--- config.mk ---
export PLATFORM = sky130hd
export DESIGN_NAME = uart_tx_frame
export DESIGN_NICKNAME = d
export VERILOG_FILES = /design/src/rtl/uart_pkg.sv /design/src/rtl/uart_baud_timer.sv /design/src/rtl/uart_tx_frame.sv
export SDC_FILE = /design/constraint.sdc
export NUM_CORES = 1
export LEC_CHECK = 0
export ABC_AREA = 1
export CORE_MARGIN = 3
export CORE_UTILIZATION = 55
export DETAILED_ROUTE_END_ITERATION = 16
export GPL_ROUTABILITY_DRIVEN = 0
export GPL_TIMING_DRIVEN = 0
export MAX_ROUTING_LAYER = met4
export PLACE_DENSITY = 0.74
export REMOVE_ABC_BUFFERS = 1
export SYNTH_ARGS = -nofsm -noshare
export SYNTH_HDL_FRONTEND = slang
export SYNTH_SLANG_ARGS = --single-unit
--- constraint.sdc ---
create_clock -name clk -period 1.6 [get_ports clk]
set_input_delay 0.32 -clock clk [delete_from_list [all_inputs] [get_ports clk]]
set_output_delay 0.32 -clock clk [all_outputs]
set_load 0.01 [all_outputs]
--- src/rtl/uart_pkg.sv ---
// Shared types and helpers for the UART transmit/receive blocks.
package uart_pkg;

    typedef enum logic [2:0] {
        IDLE   = 3'd0,
        START  = 3'd1,
        DATA   = 3'd2,
        PARITY = 3'd3,
        STOP   = 3'd4,
        BREAK  = 3'd5
    } uart_tx_state_t;

    typedef enum logic [1:0] {
        PAR_NONE = 2'b00,
        PAR_EVEN = 2'b01,
        PAR_ODD  = 2'b10
    } uart_parity_t;

    // Per-frame line settings, captured together when a word is popped.
    typedef struct packed {
        uart_parity_t parity;
        logic         two_stop;
    } uart_tx_cfg_t;

    localparam int unsigned MIN_DATA_BITS      = 5;
    localparam int unsigned MAX_DATA_BITS      = 9;
    localparam int unsigned MIN_CYCLES_PER_BIT = 4;

    function automatic int unsigned cycles_per_bit(input int unsigned freq,
                                                   input int unsigned baud);
        return freq / baud;
    endfunction

endpackage

--- src/rtl/uart_baud_timer.sv ---
// Bit-period timer: bit_end is high on the last clock of every bit period.
// Shared between the transmitter and the future receiver.
module uart_baud_timer #(
    parameter int unsigned CYCLES_PER_BIT = 10
) (
    input  logic clk,
    input  logic rst_n,
    input  logic clear,
    output logic bit_end
);

    localparam int unsigned CW = (CYCLES_PER_BIT > 1) ? $clog2(CYCLES_PER_BIT) : 1;

    logic [CW-1:0] count;

    // bit_end mirrors count == CYCLES_PER_BIT-1, so it doubles as the wrap condition.
    always_ff @(posedge clk or negedge rst_n) begin
        if (!rst_n) begin
            count   <= '0;
            bit_end <= 1'b0;
        end else if (clear || bit_end) begin
            count   <= '0;
            bit_end <= 1'b0;
        end else begin
            count   <= count + CW'(1);
            bit_end <= (count == CW'(CYCLES_PER_BIT - 2));
        end
    end

endmodule

--- src/rtl/uart_tx_frame.sv ---
// Parametrised UART transmitter: pops a show-ahead FIFO and serialises start/data/parity/stop.
// Define UART_TX_BREAK_EN to add the break_req input and the line-break state.
module uart_tx_frame
    import uart_pkg::*;
#(
    parameter int unsigned CLOCK_FREQ = 50_000_000,
    parameter int unsigned BAUD       = 9600,
    parameter int unsigned DATA_BITS  = 8
) (
    input  logic                 clk,
    input  logic                 rst_n,
    input  logic [DATA_BITS-1:0] fifo_data,
    input  logic                 fifo_empty,
    output logic                 fifo_read,
    input  logic [1:0]           cfg_parity,
    input  logic                 cfg_two_stop,
`ifdef UART_TX_BREAK_EN
    input  logic                 break_req,
`endif
    output logic                 tx,
    output logic                 busy,
    output logic                 frame_done
);

    localparam int unsigned CYCLES_PER_BIT = cycles_per_bit(CLOCK_FREQ, BAUD);
    localparam int unsigned IDX_W          = 4;

    if (DATA_BITS < MIN_DATA_BITS || DATA_BITS > MAX_DATA_BITS) begin : g_bad_data_bits
        $error("uart_tx_frame: DATA_BITS must be within 5..9");
    end
    if (CYCLES_PER_BIT < MIN_CYCLES_PER_BIT) begin : g_bad_rate
        $error("uart_tx_frame: CLOCK_FREQ/BAUD must be at least 4");
    end

    uart_tx_state_t       state_q, state_d;
    logic [DATA_BITS-1:0] shift_q, shift_d;
    logic [DATA_BITS-1:0] data_q, data_d;
    uart_tx_cfg_t         cfg_q, cfg_d;
    logic [IDX_W-1:0]     bit_idx_q, bit_idx_d;
    logic                 stop_cnt_q, stop_cnt_d;
    logic                 run_q;
    logic                 tx_d, busy_d, frame_done_d;
    logic                 timer_clear, bit_end;
`ifdef UART_TX_BREAK_EN
    localparam int unsigned BRK_BITS = DATA_BITS + 3;
    logic [IDX_W-1:0]     brk_cnt_q, brk_cnt_d;
    logic                 brk_q, brk_d;
`endif

    uart_baud_timer #(
        .CYCLES_PER_BIT(CYCLES_PER_BIT)
    ) u_timer (
        .clk    (clk),
        .rst_n  (rst_n),
        .clear  (timer_clear),
        .bit_end(bit_end)
    );

    // Next-state, datapath and output decode.
    always_comb begin
        state_d      = state_q;
        shift_d      = shift_q;
        data_d       = data_q;
        cfg_d        = cfg_q;
        bit_idx_d    = bit_idx_q;
        stop_cnt_d   = stop_cnt_q;
        fifo_read    = 1'b0;
        frame_done_d = 1'b0;
        timer_clear  = (state_q == IDLE);
`ifdef UART_TX_BREAK_EN
        brk_cnt_d    = brk_cnt_q;
        brk_d        = brk_q;
`endif

        case (state_q)
            IDLE: begin
`ifdef UART_TX_BREAK_EN
                if (run_q && break_req) begin
                    state_d         = BREAK;
                    brk_cnt_d       = '0;
                    brk_d           = 1'b1;
                    stop_cnt_d      = 1'b0;
                    cfg_d.two_stop  = 1'b0;
                end else
`endif
                if (run_q && !fifo_empty) begin
                    fifo_read      = 1'b1;
                    shift_d        = fifo_data;
                    data_d         = fifo_data;
                    cfg_d.parity   = (cfg_parity == 2'b11) ? PAR_NONE : uart_parity_t'(cfg_parity);
                    cfg_d.two_stop = cfg_two_stop;
                    bit_idx_d      = '0;
                    stop_cnt_d     = 1'b0;
                    state_d        = START;
`ifdef UART_TX_BREAK_EN
                    brk_d          = 1'b0;
`endif
                end
            end
            START: begin
                if (bit_end) state_d = DATA;
            end
            DATA: begin
                if (bit_end) begin
                    shift_d = shift_q >> 1;
                    if (bit_idx_q == IDX_W'(DATA_BITS - 1)) begin
                        bit_idx_d = '0;
                        state_d   = (cfg_q.parity == PAR_NONE) ? STOP : PARITY;
                    end else begin
                        bit_idx_d = bit_idx_q + IDX_W'(1);
                    end
                end
            end
            PARITY: begin
                if (bit_end) state_d = STOP;
            end
            STOP: begin
                if (bit_end) begin
                    if (cfg_q.two_stop && !stop_cnt_q) begin
                        stop_cnt_d = 1'b1;
                    end else begin
                        stop_cnt_d = 1'b0;
                        state_d    = IDLE;
`ifdef UART_TX_BREAK_EN
                        frame_done_d = !brk_q;
`else
                        frame_done_d = 1'b1;
`endif
                    end
                end
            end
`ifdef UART_TX_BREAK_EN
            // Hold the line low for at least BRK_BITS bit times, then one stop bit.
            BREAK: begin
                if (bit_end) begin
                    if (brk_cnt_q < IDX_W'(BRK_BITS - 1)) begin
                        brk_cnt_d = brk_cnt_q + IDX_W'(1);
                    end else if (!break_req) begin
                        state_d = STOP;
                    end
                end
            end
`endif
            default: state_d = IDLE;
        endcase

        busy_d = (state_d != IDLE);

        // tx is computed from the next state so the line lines up with the registered state.
        case (state_d)
            START:   tx_d = 1'b0;
            DATA:    tx_d = shift_d[0];
            PARITY:  tx_d = (^data_q) ^ (cfg_q.parity == PAR_ODD);
            BREAK:   tx_d = 1'b0;
            default: tx_d = 1'b1;
        endcase
    end

    always_ff @(posedge clk or negedge rst_n) begin
        if (!rst_n) begin
            state_q    <= IDLE;
            shift_q    <= '0;
            data_q     <= '0;
            cfg_q      <= '{parity: PAR_NONE, two_stop: 1'b0};
            bit_idx_q  <= '0;
            stop_cnt_q <= 1'b0;
            run_q      <= 1'b0;
            tx         <= 1'b1;
            busy       <= 1'b0;
            frame_done <= 1'b0;
        end else begin
            state_q    <= state_d;
            shift_q    <= shift_d;
            data_q     <= data_d;
            cfg_q      <= cfg_d;
            bit_idx_q  <= bit_idx_d;
            stop_cnt_q <= stop_cnt_d;
            run_q      <= 1'b1;
            tx         <= tx_d;
            busy       <= busy_d;
            frame_done <= frame_done_d;
        end
    end

`ifdef UART_TX_BREAK_EN
    always_ff @(posedge clk or negedge rst_n) begin
        if (!rst_n) begin
            brk_cnt_q <= '0;
            brk_q     <= 1'b0;
        end else begin
            brk_cnt_q <= brk_cnt_d;
            brk_q     <= brk_d;
        end
    end
`endif

endmodule
==> flow_metrics.tcl, run 1 <==
set metrics [dict create \
    hpwl_um 2830 \
    cp_slowest_cell "dfrtp_1" \
    status "finished, final reports clean" \
    nets 322 \
    grt-busiest-layer "met2" \
    slowest_delay_ns 0.43 \
    p_leak_uw 0.00132 \
    r2r_cells 8 \
    crit_arrival_ns 1.23 \
    post-route-period-util 0.972 \
    synth.most_common_cell "nand2_1" \
    drive_gt1_frac 0.147 \
    ys_async_sr_fraction 1.00 \
    cp.required_ns 1.28 \
    ys_warn_count 0 \
    numCtsBuffers 5 \
    cts_tree "yes" \
    ys_types 29 \
    synth_edf_count 0 \
    coreArea_sq_um 3770 \
    final_max_slew_viol_count 0 \
    crit_type "register to output pin" \
    min_period_ns 1.55 \
    die-area_sq_um 4840 \
    rsz0062_at_grt "true" \
    grt-ovfl-total 0 \
    powerDensity_nw_per_um2 710 \
    port_buffers 17 \
    synth_top_cell_area_share 0.495 \
    num_rows 22 \
    internal_power_uw 1480 \
    wl_per_cell_um 12.3 \
    grt_util_met1 0.255 \
    pin_count 18 \
    end_kind "output pin" \
    yosys-top-cells-count "65 x nand2_1, 44 x dfrtp_1, 38 x inv_1, 26 x nand3_1, 23 x nor2_1" \
    path_max_fanout 3 \
    drc 0 \
    pwr-share-seq 0.597 \
    combPwrFrac 0.032 \
    cts_root_buf "clkbuf_8" \
    grt_pass1_vias 1697 \
    ir_drop_mv 0.469 \
    htree_levels 2 \
    grt_usage 0.197 \
    area_delta_synth_final_pct 20.8 \
    switchingPower_uw 427 \
    hold_viol 0 \
    clock_sink_count 45 \
    wl_um 4350 \
    antenna_found_initial 0 \
    grt_max_degree 32 \
    start_util 0.589 \
    whs_ns 0.439 \
    syn_avg_cell_area_sq_um 8.20 \
    ys_seq_area_frac 0.507 \
    drt-pass1-iter-count 6 \
    detail_route.vias_per_cell 5.19 \
    clk_pin_slew_ns 0.09 \
    drtIter0Drc 99 \
    num_vias 1838 \
    rr_startpoint "state_q[0]" \
    cp-startpoint "state_q[0]" \
    syn_area_sq_um 2220 \
    finalSetupViolCount 0 \
    fin_skew_ns 0.00656 \
    startpoint_type "register" \
    dieWidth_um 69.6 \
    timing.critical_path.mode_cell "nor2_4" \
    clock_path_buffers 2 \
    yosysTopAreaCell "dfrtp_1" \
    crit_chain "nor2_4 -> nand2_2 -> nor2_4 -> buf_6" \
    grt_pass1_wl_um 7400 \
    clk_latency_ns 0.31 \
    swShare 0.224 \
    clkPwrFrac 0.371 \
    ys.flop_type "dfrtp_1" \
    total_power_uw 1910 \
    synth-seq-cells 45 \
    cap_viol_max_count 0 \
    globalRouteMet3Util 0.0478 \
    hold_class "input port to asynchronous set/reset pin" \
    max_freq_mhz 643 \
    postRouteAntennaNets 0 \
    grt_use_met2 0.299 \
    antenna_cells 0 \
    synth_cells 271 \
    netlist_top_cells_area "dfrtp_1 50%, nand2_1 11%, inv_1 6.4%, nand3_1 5.9%, o21ai_0 4.1%" \
    dieHeight_um 69.6 \
]
[placed cells by master, fill, tap and decap left out, types with 4 or more instances in the layout]
cell,instances
nand2_1,62
dfrtp_1,43
inv_1,37
nand3_1,24
nor2_1,20
o21ai_0,18
clkdlybuf4s50_1,14
buf_4,13
a21oi_1,8
nor3_1,7
nand4_1,6
o221ai_1,5
clkbuf_8,5
nor2_4,4
nand3_2,4
xor2_1,4
[kinds of logic after synthesis]
family          share of synthesized area
xor+xnor                           0.0197
compound gates                     0.0957
fa+ha+maj                          0.0169
buf+inv                            0.0828
other cells                       0.00169
simple gates                        0.276
flops                               0.507
[path summary, 6_finish.rpt]
path	slack (ns)	end
max	0.05	fifo_read
min	0.44	u_timer.count[9]
max reg2reg	0.12	bit_idx_q[0]
min reg2reg	0.48	cfg_q[0]
max in group asynchronous	0.70	data_q[1]
min in group clk	0.48	cfg_q[0]
[stage by stage]
| step | worst slack [ns] | area (sq um) | cells | util | TNS, ns |
|---|---|---|---|---|---|
| 2_1_floorplan | 0.131 | 2180 | 265 | - | 0 |
| 3_3_place_gp | -0.991 | 2410 | 330 | 0.640 | -49.11 |
| 3_5_place_dp | -0.596 | 2430 | 331 | 0.644 | -5.29 |
| 4_1_cts | 0.00996 | 2620 | 350 | 0.694 | 0 |
| 5_1_grt | -0.00878 | 2690 | 354 | 0.712 | -0.00878 |
| 6_report | 0.0454 | 2690 | 354 | 0.712 | 0 |
[state kept, by name (all words and copies together) (netlist names)]
signal           count
tx                   1
cfg_q                3
state_q              3
busy                 1
shift_q              8
u_timer.count       13
data_q               8
run_q                1
frame_done           1
stop_cnt_q           1
bit_idx_q            4
u_timer.bit_end      1
[power groups by stage]
| stage | logic [uW] | clock network, uW | registers (uW) |
|---|---|---|---|
| 2_1_floorplan | 2.88 | 0 | 1160 |
| 3_3_place_gp | 56.8 | 0 | 1160 |
| 3_5_place_dp | 61.8 | 0 | 1160 |
| 4_1_cts | 63.9 | 724 | 1140 |
| 5_1_grt | 69.6 | 766 | 1140 |
| 6_report | 61.5 | 706 | 1140 |
[layout make-up]
type	instances	area [sq um]
timing repair buffer	33	304
clock inverter	2	15.0
sequential	45	1130
inverter	39	153
tap	48	60.1
clock buffer	6	72.6
fill	314	1090
multi-input combinational	181	952
[metal layers]
metal,vias to the layer above,wire length [um]
met1,835,2040
li1,951,-
met3,9,186
met4,0,76
met2,43,2050
met5,-,0
[worst max-delay path, delay by kind of cell (launching register included)]
kind                   cells  cell delay [ns]
buffers and inverters      1             0.13
and+or+nand+nor            3             0.37
DFF                        1             0.43
[repair_timing]
action | 4_1_cts | 5_1_grt
pin swaps | 3 | 3
hold endpoints to repair | 13 | 0
hold buffers | 1 | 0
setup buffers | 11 | 4
resized for setup | 12 | 9
setup endpoints to repair | 12 | 12
(Power assumes the default switching activity.)
==> inputs of run 2 (changes only) <==
Settings changed: CAP_MARGIN set to 20, CORE_UTILIZATION 55 to 50, PLACE_DENSITY 0.74 to 0.68.
==> flow_metrics.tcl, run 2 (synthesized netlist as in run 1, its figures left out) <==
set metrics [dict create \
    status "finished, final reports clean" \
    finalSetupViolCount 0 \
    ir_drop_mv 0.516 \
    crit_arrival_ns 1.23 \
    hold_viol 0 \
    antenna_found_initial 0 \
    dieHeight_um 72.7 \
    end_kind "output pin" \
    start_util 0.536 \
    detail_route.vias_per_cell 5.10 \
    drive_gt1_frac 0.139 \
    nets 320 \
    fillers 366 \
    cap_viol_max_count 0 \
    hold_class "input port to asynchronous set/reset pin" \
    numCtsBuffers 5 \
    grt_pass1_vias 1636 \
    hpwl_um 2900 \
    rr_startpoint "state_q[2]" \
    crit_type "register to output pin" \
    cp.required_ns 1.28 \
    area_delta_synth_final_pct 20.4 \
    clock_path_buffers 2 \
    r2r_end "u_timer.count[6]" \
    drc 0 \
    num_rows 23 \
    grt_max_degree 24 \
    antenna_cells 0 \
    die-area_sq_um 5280 \
    rsz0062_at_grt "true" \
    max_freq_mhz 647 \
    holdBufCountCts 0 \
    drt-pass1-iter-count 4 \
    coreArea_sq_um 4140 \
    min_period_ns 1.55 \
    final_max_slew_viol_count 0 \
    port_buffers 17 \
    powerDensity_nw_per_um2 709 \
    clk_pin_slew_ns 0.08 \
    cts_root_buf "clkbuf_8" \
    pin_count 18 \
    wl_um 4330 \
    largest_register "u_timer.count" \
    fin_skew_ns 0.00778 \
    r2r_slack_ns 0.08 \
    final_common_cell "nand2_1" \
    postRouteAntennaNets 0 \
    num_vias 1802 \
    top_regs "u_timer.count: 13 flops, data_q: 8 flops, shift_q: 8 flops" \
    startpoint_type "register" \
    path_max_fanout 3 \
    cp-startpoint "state_q[0]" \
    grt_pass1_wl_um 7410 \
    layout_common_cells "62 x nand2_1, 43 x dfrtp_1, 37 x inv_1" \
    grt_usage 0.186 \
    slew_headroom 0.638 \
    post-route-cell-area_sq_um 2680 \
    endpoint "fifo_read" \
    htree_levels 2 \
    largest_reg_flops 13 \
    tightest_slew_ns 0.543 \
    post-route-period-util 0.966 \
    drtIter0Drc 51 \
    fin_setup_tns_ns 0 \
    cts_tree "yes" \
    r2r_cells 8 \
    wl_per_cell_um 12.3 \
    placed_area_sq_um 2440 \
    clock_sink_count 45 \
    p_leak_uw 0.00132 \
    dieWidth_um 72.7 \
    clk_latency_ns 0.29 \
    grt-ovfl-total 0 \
]
-- run 2: metal layers --
layer	track usage	wire (um)
met1	0.237	2080
met4	0.0881	116
met2	0.282	1960
met3	0.0427	178
met5	-	0
-- run 2: cell type report --
| type | count | area (sq um) | area share |
|---|---|---|---|
| inverter | 39 | 153 | 0.0571 |
| sequential | 45 | 1130 | 0.422 |
| clock buffer | 7 | 86.3 | 0.0323 |
| timing repair buffer | 31 | 298 | 0.111 |
| multi-input combinational | 181 | 947 | 0.354 |
| tap | 50 | 62.6 | 0.0234 |
-- run 2: timing repair --
item	CTS	global route
gates resized for setup	12	9
buffers inserted	7	7
setup endpoints to repair	12	10
pin swaps	3	3
cloned	0	0
-- run 2: how the worst min path moves through the flow --
stage                  start      endpoint  slack, ns  cells past startpoint
detailed placement     rst_n      cfg_q[1]       0.34                      1
global route           rst_n      cfg_q[1]       0.03                      1
floorplan              rst_n  bit_idx_q[0]       0.02                      0
CTS                    rst_n      cfg_q[1]       0.02                      1
finish                 rst_n      cfg_q[1]      0.002                      1
global placement    cfg_q[0]      cfg_q[0]       0.47                      2
-- run 2: worst max-delay path: stages, from the launching register on --
cell and delay, ns:
dfrtp_1 0.42, nor2_4 0.15, nand2_2 0.07, nor2_4 0.16, buf_6 0.13
-- run 2: per-stage QoR --
| stage | power [uW] | util | hold WS [ns] | worst slack, ns | cells |
|---|---|---|---|---|---|
| floorplan | 1160 | - | 0.0244 | 0.131 | 265 |
| global placement | 1220 | 0.583 | 0.469 | -1.04 | 332 |
| detailed placement | 1230 | 0.589 | 0.339 | -0.586 | 333 |
| CTS | 1920 | 0.627 | 0.0202 | -0.00383 | 347 |
| global route | 1970 | 0.646 | 0.0330 | -0.0270 | 353 |
| finish | 1900 | 0.646 | 0.00249 | 0.0547 | 353 |
-- run 2: where the power goes --
part,total (uW),switching (uW),internal (uW)
sequential,1140,0.564,1140
clock,697,355,343
combinational,62.1,28.5,33.6
total,1900,384,1510
==> inputs of run 3 (changes only) <==
Settings changed: CORE_ASPECT_RATIO set to 0.75, GPL_TIMING_DRIVEN 0 to 1.
==> flow_metrics.tcl, run 3 (synthesized netlist as in run 1, its figures left out) <==
set metrics [dict create \
    nets 326 \
    end_kind "output pin" \
    grt_usage 0.192 \
    crit_arrival_ns 1.21 \
    r2r_end "u_timer.count[11]" \
    grt_pass1_wl_um 7740 \
    num_rows 20 \
    dieWidth_um 83.0 \
    hold_viol 0 \
    cts_root_buf "clkbuf_8" \
    port_buffers 17 \
    cp.required_ns 1.28 \
    finalSetupViolCount 0 \
    worstHoldStart "cfg_q[0]" \
    layout_common_cells "64 x nand2_1, 44 x dfrtp_1, 37 x inv_1" \
    rr_startpoint "state_q[0]" \
    path_max_fanout 2 \
    total_power_uw 1890 \
    powerDensity_nw_per_um2 705 \
    die-area_sq_um 5290 \
    grt-ovfl-total 0 \
    r2r_cells 8 \
    post-route-period-util 0.956 \
    final_util 0.645 \
    crit_type "register to output pin" \
    largest_reg_flops 13 \
    drive_gt1_frac 0.148 \
    grt_pass1_vias 1735 \
    p_leak_uw 0.00135 \
    cap_viol_max_count 0 \
    largest_register "u_timer.count" \
    postRouteAntennaNets 0 \
    min_delay_worst_endpoint "cfg_q[0]" \
    hold_class "register to register" \
    drc 0 \
    hpwl_um 3200 \
    wl_per_cell_um 12.2 \
    antenna_found_initial 0 \
    clock_path_buffers 2 \
    min_delay_path_depth 2 \
    ir_drop_mv 0.487 \
    drt-pass1-iter-count 4 \
    dieHeight_um 63.7 \
    htree_levels 2 \
    pin_count 18 \
    startpoint_type "register" \
    coreArea_sq_um 4150 \
    min_period_ns 1.53 \
    grt_max_degree 24 \
    detail_route.vias_per_cell 4.95 \
    top_regs "u_timer.count: 13 flops, data_q: 8 flops, shift_q: 8 flops" \
    cts_tree "yes" \
    clk_latency_ns 0.30 \
    r2r_slack_ns 0.10 \
    num_vias 1805 \
    antenna_cells 0 \
    numCtsBuffers 5 \
    final_common_cell "nand2_1" \
    fin_skew_ns 0.00815 \
    clock_sink_count 45 \
    final_max_slew_viol_count 0 \
    status "finished, final reports clean" \
    start_util 0.535 \
    area_delta_synth_final_pct 20.6 \
    max_freq_mhz 654 \
    drtIter0Drc 67 \
    wl_um 4440 \
    clk_pin_slew_ns 0.08 \
]
==> run 3: changes by cell type in the layout (fill, tap and decap cells not counted), moves of 2 or more <==
cell | previous run | this run
nand2_1 | 62 | 64
nor2_1 | 22 | 19
buf_4 | 11 | 19
nor3_1 | 5 | 7
nor3_2 | 2 | 0
nor2_2 | 1 | 5
buf_6 | 3 | 1
clkinv_2 | 0 | 2
nand2_2 | 4 | 2
==> run 3: worst max path at each step <==
stage | from | to | slack (ns) | depth (start not counted)
floorplan | state_q[0] | bit_idx_q[0] | 0.13 | 5
global placement | fifo_empty | fifo_read | -0.31 | 5
detailed placement | fifo_empty | fifo_read | -0.29 | 5
CTS | state_q[0] | fifo_read | -0.05 | 4
global route | state_q[0] | u_timer.count[12] | -0.02 | 8
finish | state_q[2] | fifo_read | 0.07 | 4
==> run 3: critical path: stages, from the launching register on <==
cell and delay [ns]:
dfrtp_1 0.39, nor2_2 0.16, nand2_2 0.08, nor2_4 0.16, buf_6 0.12
==> run 3: per-layer routing <==
| metal | up-vias | wire length, um | GRT usage |
|---|---|---|---|
| li1 | 953 | - | - |
| met5 | - | 0 | - |
| met1 | 825 | 2410 | 0.261 |
| met4 | 0 | 62 | 0.0776 |
| met3 | 4 | 139 | 0.0619 |
| met2 | 23 | 1820 | 0.266 |
==> run 3: power breakdown <==
part           switching [uW]  total, uW  leakage (uW)  internal, uW
registers               0.659       1140      0.000520          1140
logic                    30.8       64.2      0.000783          33.3
clock network             383        686     0.0000450           303
total                     414       1890       0.00135          1470
==> run 3: timing repair <==
action,4_1_cts,5_1_grt
hold buffers,0,1
gates cloned,0,0
buffers inserted,0,6
pin swaps,0,2
endpoints found under the setup margin,2,12
hold endpoints to repair,0,6
resized for setup,5,9
==> run 3: through the flow <==
| stage | hold slack, ns | TNS [ns] | cell area [sq um] | setup WS [ns] | std cells |
|---|---|---|---|---|---|
| 3_5_place_dp | 0.331 | -0.585 | 2520 | -0.295 | 350 |
| 6_report | 0.475 | 0 | 2680 | 0.0706 | 365 |
| 4_1_cts | 0.000654 | -0.0543 | 2600 | -0.0543 | 358 |
| 2_1_floorplan | 0.0244 | 0 | 2180 | 0.131 | 265 |
| 3_3_place_gp | 0.326 | -0.557 | 2520 | -0.311 | 350 |
| 5_1_grt | 0.531 | -0.0562 | 2680 | -0.0242 | 365 |
==> run 3: final cells by class <==
cell class / count / area [sq um]
Tap cell: 55 / 68.8
Inverter: 39 / 150
Fill cell: 350 / 1470
Clock inverter: 2 / 10.0
Sequential cell: 45 / 1130
Multi-Input combinational cell: 181 / 933
Clock buffer: 6 / 72.6
Timing Repair Buffer: 37 / 318
